--- src/rtl/mux4_rr_arbiter_pkg.sv ---
// rtl/mux4_rr_arbiter_pkg.sv - shared types and constants for mux4_rr_arbiter
package mux4_rr_arbiter_pkg;

  typedef enum logic {
    ST_EMPTY = 1'b0,
    ST_FULL  = 1'b1
  } state_e;

  localparam int NUM_REQ = 4;
  localparam int IDX_W   = 2;
  // Pointer value after reset; requester 0 is searched first.
  localparam logic [IDX_W-1:0] RST_LAST = 2'd3;

endpackage

--- src/rtl/mux4to1.sv ---
// rtl/mux4to1.sv - combinational 4:1 word mux, every select value decoded
module mux4to1 #(
  parameter int dwidth = 2
) (
  input  logic [1:0]        sel,
  input  logic [dwidth-1:0] d0,
  input  logic [dwidth-1:0] d1,
  input  logic [dwidth-1:0] d2,
  input  logic [dwidth-1:0] d3,
  output logic [dwidth-1:0] y
);

  always_comb begin
    y = '0;
    case (sel)
      2'd0:    y = d0;
      2'd1:    y = d1;
      2'd2:    y = d2;
      2'd3:    y = d3;
      default: y = '0;
    endcase
  end

endmodule

--- src/rtl/mux4_rr_arbiter.sv ---
// rtl/mux4_rr_arbiter.sv - 4-requester round-robin arbiter with registered output beat
// Optional lock/regrant behaviour: MUX4_RR_ARBITER_LOCK_EN
module mux4_rr_arbiter
  import mux4_rr_arbiter_pkg::*;
#(
  parameter int DWIDTH = 2
) (
  input  logic              clk,
  input  logic              reset,
  input  logic [3:0]        req,
  input  logic [DWIDTH-1:0] data0,
  input  logic [DWIDTH-1:0] data1,
  input  logic [DWIDTH-1:0] data2,
  input  logic [DWIDTH-1:0] data3,
  output logic [3:0]        ack,
  output logic [DWIDTH-1:0] dout,
  output logic [1:0]        dout_src,
  output logic              dout_vld,
  input  logic              dout_rdy,
  input  logic [3:0]        lock
);

  state_e             state_q, state_d;
  logic [IDX_W-1:0]   last_q, last_d;
  logic [IDX_W-1:0]   src_q, src_d;
  logic [DWIDTH-1:0]  dout_q, dout_d;
  logic [IDX_W-1:0]   grant;
  logic [DWIDTH-1:0]  mux_y;
  logic               locked;
  logic               capture_en;

  // Scan from last+4 down to last+1 so the nearest set request after last wins.
  function automatic logic [IDX_W-1:0] rr_pick(input logic [NUM_REQ-1:0] r,
                                               input logic [IDX_W-1:0]   last);
    logic [IDX_W-1:0] idx;
    rr_pick = last;
    for (int k = NUM_REQ; k >= 1; k--) begin
      idx = last + IDX_W'(k);
      if (r[idx]) rr_pick = idx;
    end
  endfunction

`ifdef MUX4_RR_ARBITER_LOCK_EN
  assign locked = lock[last_q] & req[last_q];
`else
  logic unused_lock;
  assign unused_lock = ^lock;
  assign locked      = 1'b0;
`endif

  assign grant = locked ? last_q : rr_pick(req, last_q);

  mux4to1 #(.dwidth(DWIDTH)) u_mux (
    .sel (grant),
    .d0  (data0),
    .d1  (data1),
    .d2  (data2),
    .d3  (data3),
    .y   (mux_y)
  );

  always_comb begin
    state_d    = state_q;
    last_d     = last_q;
    src_d      = src_q;
    dout_d     = dout_q;
    ack        = '0;
    capture_en = (state_q == ST_EMPTY) || dout_rdy;
    if (capture_en) begin
      if (|req) begin
        state_d = ST_FULL;
        dout_d  = mux_y;
        src_d   = grant;
        if (!locked) last_d = grant;
        // No handshake while reset discards the capture, so the requester keeps its word.
        if (!reset) ack = NUM_REQ'(1) << grant;
      end else begin
        state_d = ST_EMPTY;
      end
    end
  end

  always_ff @(posedge clk) begin
    if (reset) begin
      state_q <= ST_EMPTY;
      last_q  <= RST_LAST;
      src_q   <= '0;
      dout_q  <= '0;
    end else begin
      state_q <= state_d;
      last_q  <= last_d;
      src_q   <= src_d;
      dout_q  <= dout_d;
    end
  end

  assign dout     = dout_q;
  assign dout_src = src_q;
  assign dout_vld = (state_q == ST_FULL);

endmodule

--- config.mk ---
export PLATFORM = sky130hd
export DESIGN_NAME = mux4_rr_arbiter
export DESIGN_NICKNAME = d
export VERILOG_FILES = /design/src/rtl/mux4_rr_arbiter_pkg.sv /design/src/rtl/mux4to1.sv /design/src/rtl/mux4_rr_arbiter.sv
export SDC_FILE = /design/constraint.sdc
export NUM_CORES = 1
export LEC_CHECK = 0
export BUFFER_PORTS_ARGS = -buffer_cell sky130_fd_sc_hd__buf_2
export CORE_AREA = 2 2 39 41
export DETAILED_ROUTE_END_ITERATION = 7
export DIE_AREA = 0 0 41 43
export GPL_TIMING_DRIVEN = 0
export PLACE_DENSITY = 0.83
export SETUP_SLACK_MARGIN = 0.5
export SLEW_MARGIN = 30
export SYNTH_ARGS = -nofsm -noshare
export SYNTH_HDL_FRONTEND = slang
export SYNTH_SLANG_ARGS = --single-unit
--- constraint.sdc ---
create_clock -name clk -period 3.2 [get_ports clk]
set_input_delay 0.32 -clock clk [delete_from_list [all_inputs] [get_ports clk]]
set_output_delay 0.32 -clock clk [all_outputs]
set_load 0.05 [all_outputs]
==> After elaboration in Yosys (flattened, before gate mapping) <==
Index checks and enable logic that the tools add are counted.
{ "totals": {"word_cells": 33, "output_inout_bits": 9, "regBits": 7} }
{ "classes": {"n_addsub": 3, "reduce_logical": 4, "n_eq_ne": 3, "shift": 1, "order_cmp": 3, "n_mux": 14, "n_bitwise": 1} }
{ "ops": {"columns": ["op", "count"], "rows": [
  ["4-bit two-way mux", 3],
  ["2-bit by 3-bit less-than comparator with 1-bit output, second input constant", 3],
  ["2-bit one-hot mux with 4 select lines", 1],
  ["1-bit binary-select mux with 2-bit select", 3],
  ["2-bit two-way mux", 3],
  ["2-bit adder, second input constant", 2],
  ["2-bit == test, second input constant", 2],
  ["1-bit two-way mux", 4],
  ["4-bit OR reduction", 1],
  ["1-bit by 2-bit << shifter with 4-bit output, first input constant", 1],
  ["2-bit by 1-bit adder with 2-bit output, second input constant", 1],
  ["2-bit by 1-bit == test with 1-bit output, second input constant", 1],
  ["2-bit logical NOT", 1],
  ["2-bit AND reduction", 1],
  ["1-bit logical OR", 1],
  ["1-bit inverter", 1]
]} }

==> Depth between registers and ports, before layout <==
{ "depth": {"word_depth": 10, "depth_mapped": 6, "ltp_nobuf": 5} }

==> Hierarchy <==
From an unflattened synthesis, not the netlist that was laid out.
{ "hier_totals": {"cells_unflattened": 54, "area_unflattened_um2": 478.0} }
{ "modules_own_cells": {"columns": ["module", "cells_per_inst", "area_per_inst_um2", "instances"], "rows": [
  ["mux4_rr_arbiter", 52, 425.4, 1],
  ["mux4to1", 2, 52.6, 1]
]} }

==> Least setup slack after synthesis <==
Ideal clock, no wire load.
{ "synth_path": {"path_type": "register to output", "start": "register state_q (netlist: dout_vld)", "end": "output ack[2]", "path_stages_with_launch": 4, "setup_slack_ns": 0.835, "t_arrival_ns": 2.045, "required_ns": 2.880, "path_buffers": 0, "path_cell_list": "dfxtp_1 > nor2b_1 > nor3_2 > a21boi_0"} }
{ "synth_between": {"elab_chain_len": 3} }
{ "synth_rtl": {"columns": ["item", "line_no", "source"], "rows": [
  ["start: declaration", "mux4_rr_arbiter.sv:23", "state_e state_q, state_d;"],
  ["start signal: assignment", "mux4_rr_arbiter.sv:90", "state_q <= state_d;"],
  ["1-bit inverter", "mux4_rr_arbiter.sv:68", "capture_en = (state_q == ST_EMPTY) || dout_rdy;"],
  ["1-bit logical OR", "mux4_rr_arbiter.sv:68", null],
  ["4-bit two-way mux", "mux4_rr_arbiter.sv:69", "if (capture_en) begin"],
  ["end: declaration", "mux4_rr_arbiter.sv:15", "output logic [3:0] ack,"]
]} }
Every way passes these cells.

==> Final worst setup path <==
{ "layout_path": {"start": "register last_q[0]", "end": "output ack[1]"} }
{ "layout_between": {"elab_chain_len": 10} }
{ "layout_rtl": {"columns": ["item", "line_no", "source"], "rows": [
  ["start: declaration", "mux4_rr_arbiter.sv:24", "logic [IDX_W-1:0] last_q, last_d;"],
  ["start signal: assignment", "mux4_rr_arbiter.sv:91", "last_q <= last_d;"],
  ["2-bit adder", "mux4_rr_arbiter.sv:38", "idx = last + IDX_W'(k);"],
  ["1-bit binary-select mux with 2-bit select", "mux4_rr_arbiter.sv:39", "if (r[idx]) rr_pick = idx;"],
  ["1-bit two-way mux (not written as such)", "mux4_rr_arbiter.sv:39", null],
  ["2-bit two-way mux (2 in a row)", "mux4_rr_arbiter.sv:39", null],
  ["2-bit two-way mux *", "mux4_rr_arbiter.sv:39", null],
  ["1-bit by 2-bit << shifter with 4-bit output *", "mux4_rr_arbiter.sv:76", "if (!reset) ack = NUM_REQ'(1) << grant;"],
  ["4-bit two-way mux *", "mux4_rr_arbiter.sv:76", null],
  ["4-bit two-way mux *", "mux4_rr_arbiter.sv:70", "if (|req) begin"],
  ["4-bit two-way mux *", "mux4_rr_arbiter.sv:69", null]
]} }
Every way passes the cells marked *; elsewhere a longest branch is shown, timed or not. The select of a mux whose other input is x is not followed.

==> metrics.md <==
| Metric | Value |
|---|---|
| Tightest Pin Transition | around 480 ps |
| Ports | 28 |
| Crit. End Element | output port |
| Max-cap violations | 0 |
| Detailed Routing Iterations Pass 1 | 4 |
| Die Y | approximately 43 um |
| GR Overflow Total | 0 |
| Via-per-instance ratio | between 5 and 6 |
| PD cells | between 400 and 500 mW/mm2 |
| CTS sink cnt | 7 |
| I/O Buffers | 23 |
| Top cell type by total area after synthesis | dfxtp_1 |
| Num CTS Buffers | 3 |
| Root Buffer | clkbuf_4 |
| FP Rows | 14 |
| Pins Over Slew Limit | 0 |
| Worst VDD drop | 0.281 mV |
| CTS Buffer Depth | 2 |
| Logic pwr share | 0.404 |
| HP Start | reset |
| Avg Inst Size Synth | about 7 um2 |
| Leakage power | around 0.33 nW |
| Reg clk slew, reported paths | around 50 ps |
| Net Sw Frac | 0.405 |
| Resize count post-CTS | 0 |
| Leading post-synthesis cells by cell area | dfxtp_1 27%, nor2_1 11%, o21ai_0 5.8% |
| Syn. warnings | 0 |
| Setup violators final | 0 |
| Post-DP HPWL | between 1000 and 1500 um |
| Fill count | 146 |
| Final-report hold violation count | 0 |
| Part of the cycle the worst path needs | 0.647 |
| Most frequent cells in the layout | 23 x buf_2, 15 x nor2_1, 7 x dfxtp_1 |
| Cell Area, Synth | ~520 um2 |
| Fmax | ~0.48 GHz |
| H-Tree Depth | 1 |
| Worst Hold Margin | between 300 and 400 ps |
| Routed Antenna Nets | 0 |
| Net Sw Power | around 0.13 mW |
| Most common cell after layout, fill and taps aside | buf_2 |
| CTS tree | yes |
| P_int | between 0.15 and 0.2 mW |
| First-pass GRT wire length | between 2000 and 2500 um |
| DRC errors left | 0 |
| Largest net degree at the start of global routing | 11 |
| Register area share after synthesis | 0.270 |
| Starting Density | 0.375 |
| Initial antenna violation count | 0 |
| Synth top area share | 0.270 |
| Status | finished, final reports clean |
| Via count | 602 |
| Setup crit start kind | register |
| NumNets Final | 119 |
| Post-synthesis register bit count | 7 |
| Crit Path Class | register to output port |
| Crit-path max FO | 8 |
| Post-synth cell types | 25 |
| Cts hold-fix bufs | 0 |
| Slew HR | 0.673 |
| Clk_lat worst skew | 260 ps |
| Hold Path Class | input pin to register |
| Core box area | 0.00138 mm2 |
| Share of layout cells above drive strength 1 | 0.343 |
| RSZ-0062 raised after global routing | no |
| Layout area overhead | 31.1% |
| Wire per inst | ~12 um |
| Clock group share of total power | 0.262 |
| Vias in the first global route | roughly 560 |
| Mapped Cells | ~70 |
| Worst endpoint data arrival time | 1750 ps |
| Placer Congestion | approximately 0.8 |
| Sequential Power Share | 0.334 |
| Max Clock Skew | 2.12 ps |
| Initial DRC count | 13 |
| Fin crit period | approximately 2100 ps |
| Antenna fix cells | 0 |
| Setup bufs post-CTS | 0 |
| Syn Nets | 91 |
| DIE WIDTH | 41 um |
| WL final | about 1300 um |
| Global Route Usage Sum | 0.182 |
| Die Area | around 0.0018 mm2 |
| Data required, critical path | about 2900 ps |
| Start point of the critical path | last_q[0] |
| Worst r2r src | last_q[0] |
| Final setup TNS | 0 ps |
routing by layer:
metal  global-route usage  wire [um]  vias up
met3               0.0209         72        2
met4                0.100         12        0
met1                0.253        591      272
met5                    0          0        -
met2                0.263        655       20
li1                     -          -      308
power groups by stage:
stage / registers (mW) / clock network [mW] / logic (mW)
final: 0.104 / 0.0820 / 0.126
after global routing: 0.106 / 0.0862 / 0.137
after CTS: 0.104 / 0.0835 / 0.126
after detailed placement: 0.106 / 0 / 0.125
after global placement: 0.106 / 0 / 0.122
after floorplan: 0.131 / 0 / 0.0667
flip-flops by register name (all words and copies together), names as in the netlist:
name,cells
dout,2
dout_vld,1
last_q,2
dout_src,2
cell families (layout without fill, tap and decap cells):
| logic type | count (synthesis) | count (layout) | synth area share |
|---|---|---|---|
| AO/OA/AOI/OAI | 20 | 20 | 0.280 |
| buffers and inverters | 5 | 32 | 0.0361 |
| flip-flops | 7 | 7 | 0.270 |
| AND/OR/NAND/NOR | 40 | 40 | 0.414 |
per-stage QoR:
step                      utilization  area (um2)  setup WS [ps]  std cells  power [mW]
after detailed placement        0.473         654           1340        111       0.231
after CTS                       0.492         681           1120        115       0.314
final                           0.492         681           1130        115       0.312
after global routing            0.492         681            993        115       0.329
after global placement          0.473         654           1380        111       0.228
after floorplan                     -         519            835         72       0.197
critical path: stages (launching register included):
cell and delay [ps]:
dfxtp_1 470, nor2b_2 100, o21ai_0 420, nand2_1 130, nor2_1 110, buf_2 260
worst paths after layout:
kind	to	slack [ps]	cells past startpoint
setup / recovery	ack[1]	1130	5
hold / removal	dout_vld	330	2
setup reg to reg	last_q[1]	1700	5
hold reg to reg	dout[1]	470	1
layout make-up:
cell class / instances / area (um2) / area share
plain buffers: 1 / 3.75 / 0.00551
clock buffers: 4 / 26.3 / 0.0386
inverters: 4 / 15.0 / 0.0221
multi-input cells: 60 / 360 / 0.529
flip-flops and latches: 7 / 140 / 0.206
well taps: 16 / 20.0 / 0.0294
repair buffers: 23 / 115 / 0.169
cell usage after synthesis, drive strengths merged:
cell type  count
a211oi         2
a21boi         1
a21oi          2
a22o           3
and2           1
clkbuf         1
dfxtp          7
inv            4
nand2          4
nand2b         2
nand3          6
nor2          15
nor2b          5
nor3           5
nor4           1
o21a           1
o21ai          7
o21bai         2
o2bb2ai        1
o32a           1
or3            1
No activity file was read; power rests on OpenSTA's default activity.
